`src/rtl/wm_write_arbiter.sv`:
```
// ---------------------------------------------------------------------------
// wm_write_arbiter
//
// Round-robin arbiter for the single write port of the 2R1W working memory.
// The init engine, the relaxation lanes and the distance-copy engine all
// write through this block. At most one write is issued per clock. Each
// accepted write is registered onto WMWE/WMWAR/WMWDR, so the SRAM commits
// it at the following edge.
//
// Handshake: requester i has a write pending while req_valid[i]=1. It must
// hold req_addr/req_data stable, and keep valid high, until it sees
// req_valid[i] & req_ready[i] at a rising edge. That edge accepts the write.
// req_ready is one-hot or zero, is combinational, and is never 1 for a
// requester whose valid is 0.
//
// Ports
//   clock      in   1        system clock, rising edge
//   reset      in   1        asynchronous active-low reset
//   req_valid  in   NREQ     write pending per requester
//   req_addr   in   NREQ*AW  requester i address at [i*AW +: AW]
//   req_data   in   NREQ*DW  requester i data at [i*DW +: DW]
//   req_ready  out  NREQ     one-hot grant (combinational)
//   hold       in   1        stall: no grant while 1
//   WMWE       out  1        memory write enable (registered)
//   WMWAR      out  AW       memory write address (registered)
//   WMWDR      out  DW       memory write data (registered)
//   grant_id   out  3        index of last accepted requester (registered)
//   wr_count   out  CW       writes issued since reset, wraps silently
//   idle       out  1        no request pending and no write in flight
// ---------------------------------------------------------------------------
module wm_write_arbiter #(
  parameter int NREQ = 4,
  parameter int AW   = 13,
  parameter int DW   = 128,
  parameter int CW   = 16
) (
  input  logic              clock,
  input  logic              reset,
  input  logic [NREQ-1:0]   req_valid,
  input  logic [NREQ*AW-1:0] req_addr,
  input  logic [NREQ*DW-1:0] req_data,
  output logic [NREQ-1:0]   req_ready,
  input  logic              hold,
  output logic              WMWE,
  output logic [AW-1:0]     WMWAR,
  output logic [DW-1:0]     WMWDR,
  output logic [2:0]        grant_id,
  output logic [CW-1:0]     wr_count,
  output logic              idle
);

  localparam int PW = (NREQ > 1) ? $clog2(NREQ) : 1;

  logic [PW-1:0]   r_ptr;
  logic            r_wmwe;
  logic [AW-1:0]   r_wmwar;
  logic [DW-1:0]   r_wmwdr;
  logic [2:0]      r_grant_id;
  logic [CW-1:0]   r_wr_count;

  logic            w_gnt_any;
  logic [PW-1:0]   w_gnt_idx;
  logic [NREQ-1:0] w_gnt_oh;
  logic [PW:0]     w_idx;
  logic [PW-1:0]   w_next_ptr;

  // Rotating search from r_ptr. w_idx carries one extra bit, so ptr+k can
  // exceed NREQ-1 before it is folded back into range. Reset gates the
  // grant, so no requester sees ready while reset is asserted.
  always_comb begin
    w_gnt_any = 1'b0;
    w_gnt_idx = '0;
    w_gnt_oh  = '0;
    w_idx     = '0;
    for (int k = 0; k < NREQ; k++) begin
      w_idx = {1'b0, r_ptr} + (PW+1)'(k);
      if (w_idx >= (PW+1)'(NREQ)) begin
        w_idx = w_idx - (PW+1)'(NREQ);
      end
      if (!w_gnt_any && req_valid[w_idx[PW-1:0]]) begin
        w_gnt_any = 1'b1;
        w_gnt_idx = w_idx[PW-1:0];
      end
    end
    if (hold || !reset) begin
      w_gnt_any = 1'b0;
    end
    if (w_gnt_any) begin
      w_gnt_oh[w_gnt_idx] = 1'b1;
    end
  end

  // The pointer moves past the requester just served, so it can never
  // hold an index >= NREQ.
  always_comb begin
    if (w_gnt_idx == PW'(NREQ - 1)) begin
      w_next_ptr = '0;
    end else begin
      w_next_ptr = w_gnt_idx + PW'(1);
    end
  end

  always_ff @(posedge clock or negedge reset) begin
    if (!reset) begin
      r_ptr      <= '0;
      r_wmwe     <= 1'b0;
      r_wmwar    <= '0;
      r_wmwdr    <= '0;
      r_grant_id <= '0;
      r_wr_count <= '0;
    end else if (w_gnt_any) begin
      r_ptr      <= w_next_ptr;
      r_wmwe     <= 1'b1;
      r_wmwar    <= req_addr[w_gnt_idx*AW +: AW];
      r_wmwdr    <= req_data[w_gnt_idx*DW +: DW];
      r_grant_id <= 3'(w_gnt_idx);
      r_wr_count <= r_wr_count + CW'(1);
    end else begin
      r_wmwe     <= 1'b0;
    end
  end

  assign req_ready = w_gnt_oh;
  assign WMWE      = r_wmwe;
  assign WMWAR     = r_wmwar;
  assign WMWDR     = r_wmwdr;
  assign grant_id  = r_grant_id;
  assign wr_count  = r_wr_count;
  assign idle      = ~|req_valid & ~r_wmwe;

endmodule

```
`config.mk`:
```
export PLATFORM = sky130hd
export DESIGN_NAME = wm_write_arbiter
export DESIGN_NICKNAME = d
export VERILOG_FILES = /design/src/rtl/wm_write_arbiter.sv
export SDC_FILE = /design/constraint.sdc
export NUM_CORES = 1
export LEC_CHECK = 0
export CAP_MARGIN = 20
export CORE_AREA = 2 2 286 288
export CTS_CLUSTER_SIZE = 14
export DETAILED_ROUTE_END_ITERATION = 10
export DIE_AREA = 0 0 288 290
export GPL_TIMING_DRIVEN = 0
export PLACE_DENSITY = 0.46
export SYNTH_ARGS = -nofsm -noshare
export SYNTH_HDL_FRONTEND = slang
export SYNTH_SLANG_ARGS = --single-unit
```
`constraint.sdc`:
```
create_clock -name clock -period 6.2 [get_ports clock]
set_input_delay 1.24 -clock clock [delete_from_list [all_inputs] [get_ports clock]]
set_output_delay 1.24 -clock clock [all_outputs]
set_load 0.02 [all_outputs]
```
==> results of run 1 <==
## layout by cell type (no fill, tap or decap), types with 11 or more instances in the layout
cell type	count
and3_1	143
buf_6	24
dfrtp_1	162
o21ai_0	142
a211oi_1	51
buf_2	22
clkbuf_16	17
buf_4	12
clkdlybuf4s50_1	734
a211oi_2	90
clkbuf_1	62
mux2i_1	141
nand2_1	17
o22ai_1	112
buf_8	11
o22ai_2	29
## state kept, by name (all words and copies together) (netlist names)
register / cells
WMWAR: 13
WMWDR: 128
r_ptr: 2
WMWE: 1
wr_count: 16
grant_id: 2
## cells in the mapped netlist, drive strengths merged
cell type	instances
a211oi	141
a21o	1
a21oi	3
a311oi	1
and2	2
and3	143
and4	1
buf	66
clkbuf	62
conb	1
dfrtp	162
ha	2
inv	3
mux2i	141
nand2	18
nand2b	1
nand3	6
nand4	3
nand4bb	1
nor2	7
nor2b	3
nor3	3
nor4	1
nor4b	1
o21a	1
o21ai	143
o22ai	141
or2b	1
or3	1
or3b	1
or4b	1
xnor2	10
xor2	5
## path summary, 6_finish.rpt
kind | slack, ns | from | endpoint
min in group asynchronous | 0.70 | reset | WMWDR[62]
hold / removal | 0.48 | grant_id[1] | grant_id[1]
setup reg to reg | 3.40 | r_ptr[1] | WMWDR[48]
max in group asynchronous | 4.52 | reset | WMWAR[4]
hold reg to reg | 0.48 | grant_id[1] | grant_id[1]
setup / recovery | 0.62 | req_valid[1] | req_ready[1]
## tightest hold or removal path: stages, from the launching register on
cell and delay, ns:
dfrtp_1 0.34, nand2_1 0.05, nand2_1 0.05
## layer usage
layer,vias to the layer above,track usage [%]
met3,49,4.17
met5,-,0
li1,5705,-
met4,2,4.85
met1,6030,18.8
met2,523,30.1
## area by class of cell
cell class / count / area, um2 / share of cell area, %
tap: 1060 / 1330 / 6.52
multi-input combinational: 784 / 6090 / 29.9
buffer: 128 / 831 / 4.09
timing repair buffer: 739 / 7440 / 36.6
sequential: 162 / 4050 / 19.9
clock inverter: 14 / 143 / 0.702
clock buffer: 18 / 439 / 2.16
inverter: 3 / 11.3 / 0.0554
antenna: 1 / 2.50 / 0.0123
## stage by stage
step | cell area, um2 | power, mW | util (%) | hold slack, ns
after global routing | 20300 | 7.62 | 25.4 | 0.516
after global placement | 19700 | 6.10 | 24.5 | 0.465
after detailed placement | 19700 | 6.14 | 24.6 | 0.470
final | 20300 | 7.21 | 25.4 | 0.479
after CTS | 20300 | 7.34 | 25.4 | 0.487
after floorplan | 11000 | 3.98 | - | 0.499
## where the power goes
part	switching, mW	leakage (nW)	internal (mW)	total, mW
registers	0.268	1.91	1.45	1.72
logic	2.37	5.60	1.98	4.35
clock network	0.565	0.288	0.579	1.14
total	3.21	7.80	4.01	7.21
## logic make-up after synthesis
kind of cell / count (synthesis) / synth area share (%)
AO/OA/AOI/OAI: 431 / 30.3
buffers and inverters: 131 / 7.67
adder cells (fa/ha/maj): 2 / 0.228
multiplexers: 141 / 12.9
AND/OR/NAND/NOR: 194 / 10.7
flip-flops: 162 / 36.9
other: 1 / 0.0342
XOR/XNOR: 15 / 1.20
==> flow_summary.toml, run 1 <==
[clock_network]
cts-buffers-inserted = 17
cts_tree = "built"
cts_root_buf = "clkbuf_16"
holdBufCountCts = 0
clk_pin_slew_ns = 0.07
clock_latency_ns = 0.49
postCtsResizedCells = 0
cts_setup_buffers = 0
cts_sinks = 162
ctsHtreeMaxLevel = 4
clockBufferDepth = 2

[setup_path]
critical_path_required_ns = 4.96
path_max_fanout = 10
cp.arrival_ns = 4.34
crit_path_start_kind = "input port"
critPathBufInv = 6
end_kind = "output port"
path_delay_family = "buffers and inverters"
worstSetupPathDepth = 10
slowest_delay_ns = 0.63
slowest_stage = "clkdlybuf4s50_1"
r2r_cells = 7
crit_type = "in2out"
cp_cell_sequence = "clkdlybuf4s50_1 -> nor4_1 -> or3b_1 -> buf_2 -> inv_2 -> buf_2 -> buf_2 -> nand3_1 -> nor2_1 -> clkdlybuf4s50_1"
crit_path_frequent_cell = "buf_2"

[timing]
finalSetupViolCount = 0
relSlewSlack_pct = 30.2
min_period_over_period_pct = 89.9
fin_tns_setup_ns = 0
hold_viol_final = 0
fin_ws_ns = 0.624
fmax_mhz = 179
fin_worst_skew_ns = 0.0170
finalCriticalPeriod_ns = 5.58
rsz0062_at_grt = "no"
drv_slew = 0
worst_pin_slew_ns = 1.02

[floorplanning]
start_util_pct = 13.7
dieWidth_um = 288
design.portCount = 737
rows = 104
dieArea_um2 = 83500
die_y_um = 290
core_um2 = 80200

[logic_synthesis]
synth-seq-cells = 162
syn-num-nets = 1650
synth.distinct_cells = 41
synth_area_um2 = 11000
synth_top_area_share_pct = 36.9
syn_inst = 1077
syn_avg_cell_area_um2 = 10.2
synth.largest_area_cell = "dfrtp_1"
yosysSeqAreaShare_pct = 36.9
synth_warnings = 0
synth_area_leaders = "dfrtp_1 (37%), mux2i_1 (13%), a211oi_2 (10%), and3_1 (8.2%), o21ai_0 (6.5%)"

[min_path]
holdPathStages = 2
hold_path_class = "reg2reg"

[finish]
drive_above_1_share_pct = 12.3
area_growth_pct = 85.2
fin_nets = 2408
fillCellCount = 8634
instances_no_fill = 2909

[placed_design]
placed_cells = 2876
gp_congestion = 0.871
pre_cts_ws_ns = 0.556
dpl.hpwl_mm = 56.9
port_buffers = 735

[drt]
drt-vias-per-instance = 4.23
antenna_left = 0
wl_met3_mm = 4.89
first_iter_violations = 560
m1WireLength_mm = 28.4
drtPass1Iterations = 5
highest_layer = "met5"
drc = 0
wirelength_mm = 71.1
vias = 12300
routedWlPerCell_um = 24.4
route.met2.wl_mm = 36.4

[global_routing]
grt_pass1_vias = 13600
grt_first_pass_wirelength_mm = 99.2
grt.total_usage_pct = 16.6
grt_start_max_net_pins = 86
antenna_found_initial = 4
grt_overflow = 0

[pwr]
power_per_cell_area_nw_per_um2 = 355
vdd_drop_max_mv = 0.195
p_leak_nw = 7.80

[flow_run]
cap_violations = 0

[status]
outcome = "finished clean"
Power figures use the tool's default switching activity.
==> run 2: changes to the inputs <==
--- a/config.mk
+++ b/config.mk
@@ -11,6 +11,7 @@
 export DETAILED_ROUTE_END_ITERATION = 10
 export DIE_AREA = 0 0 288 290
 export GPL_TIMING_DRIVEN = 0
+export HOLD_SLACK_MARGIN = 0.12
 export PLACE_DENSITY = 0.46
 export SYNTH_ARGS = -nofsm -noshare
 export SYNTH_HDL_FRONTEND = slang
==> results of run 2 <==
Same layout as run 1: the final DEF is identical, and so are final timing and power.
==> run 3: changes to the inputs <==
--- a/config.mk
+++ b/config.mk
@@ -7,7 +7,7 @@
 export LEC_CHECK = 0
 export CAP_MARGIN = 20
 export CORE_AREA = 2 2 286 288
-export CTS_CLUSTER_SIZE = 14
+export CTS_CLUSTER_SIZE = 40
 export DETAILED_ROUTE_END_ITERATION = 10
 export DIE_AREA = 0 0 288 290
 export GPL_TIMING_DRIVEN = 0
==> results of run 3 <==
Same layout as run 1: the final DEF is identical, and so are final timing and power.
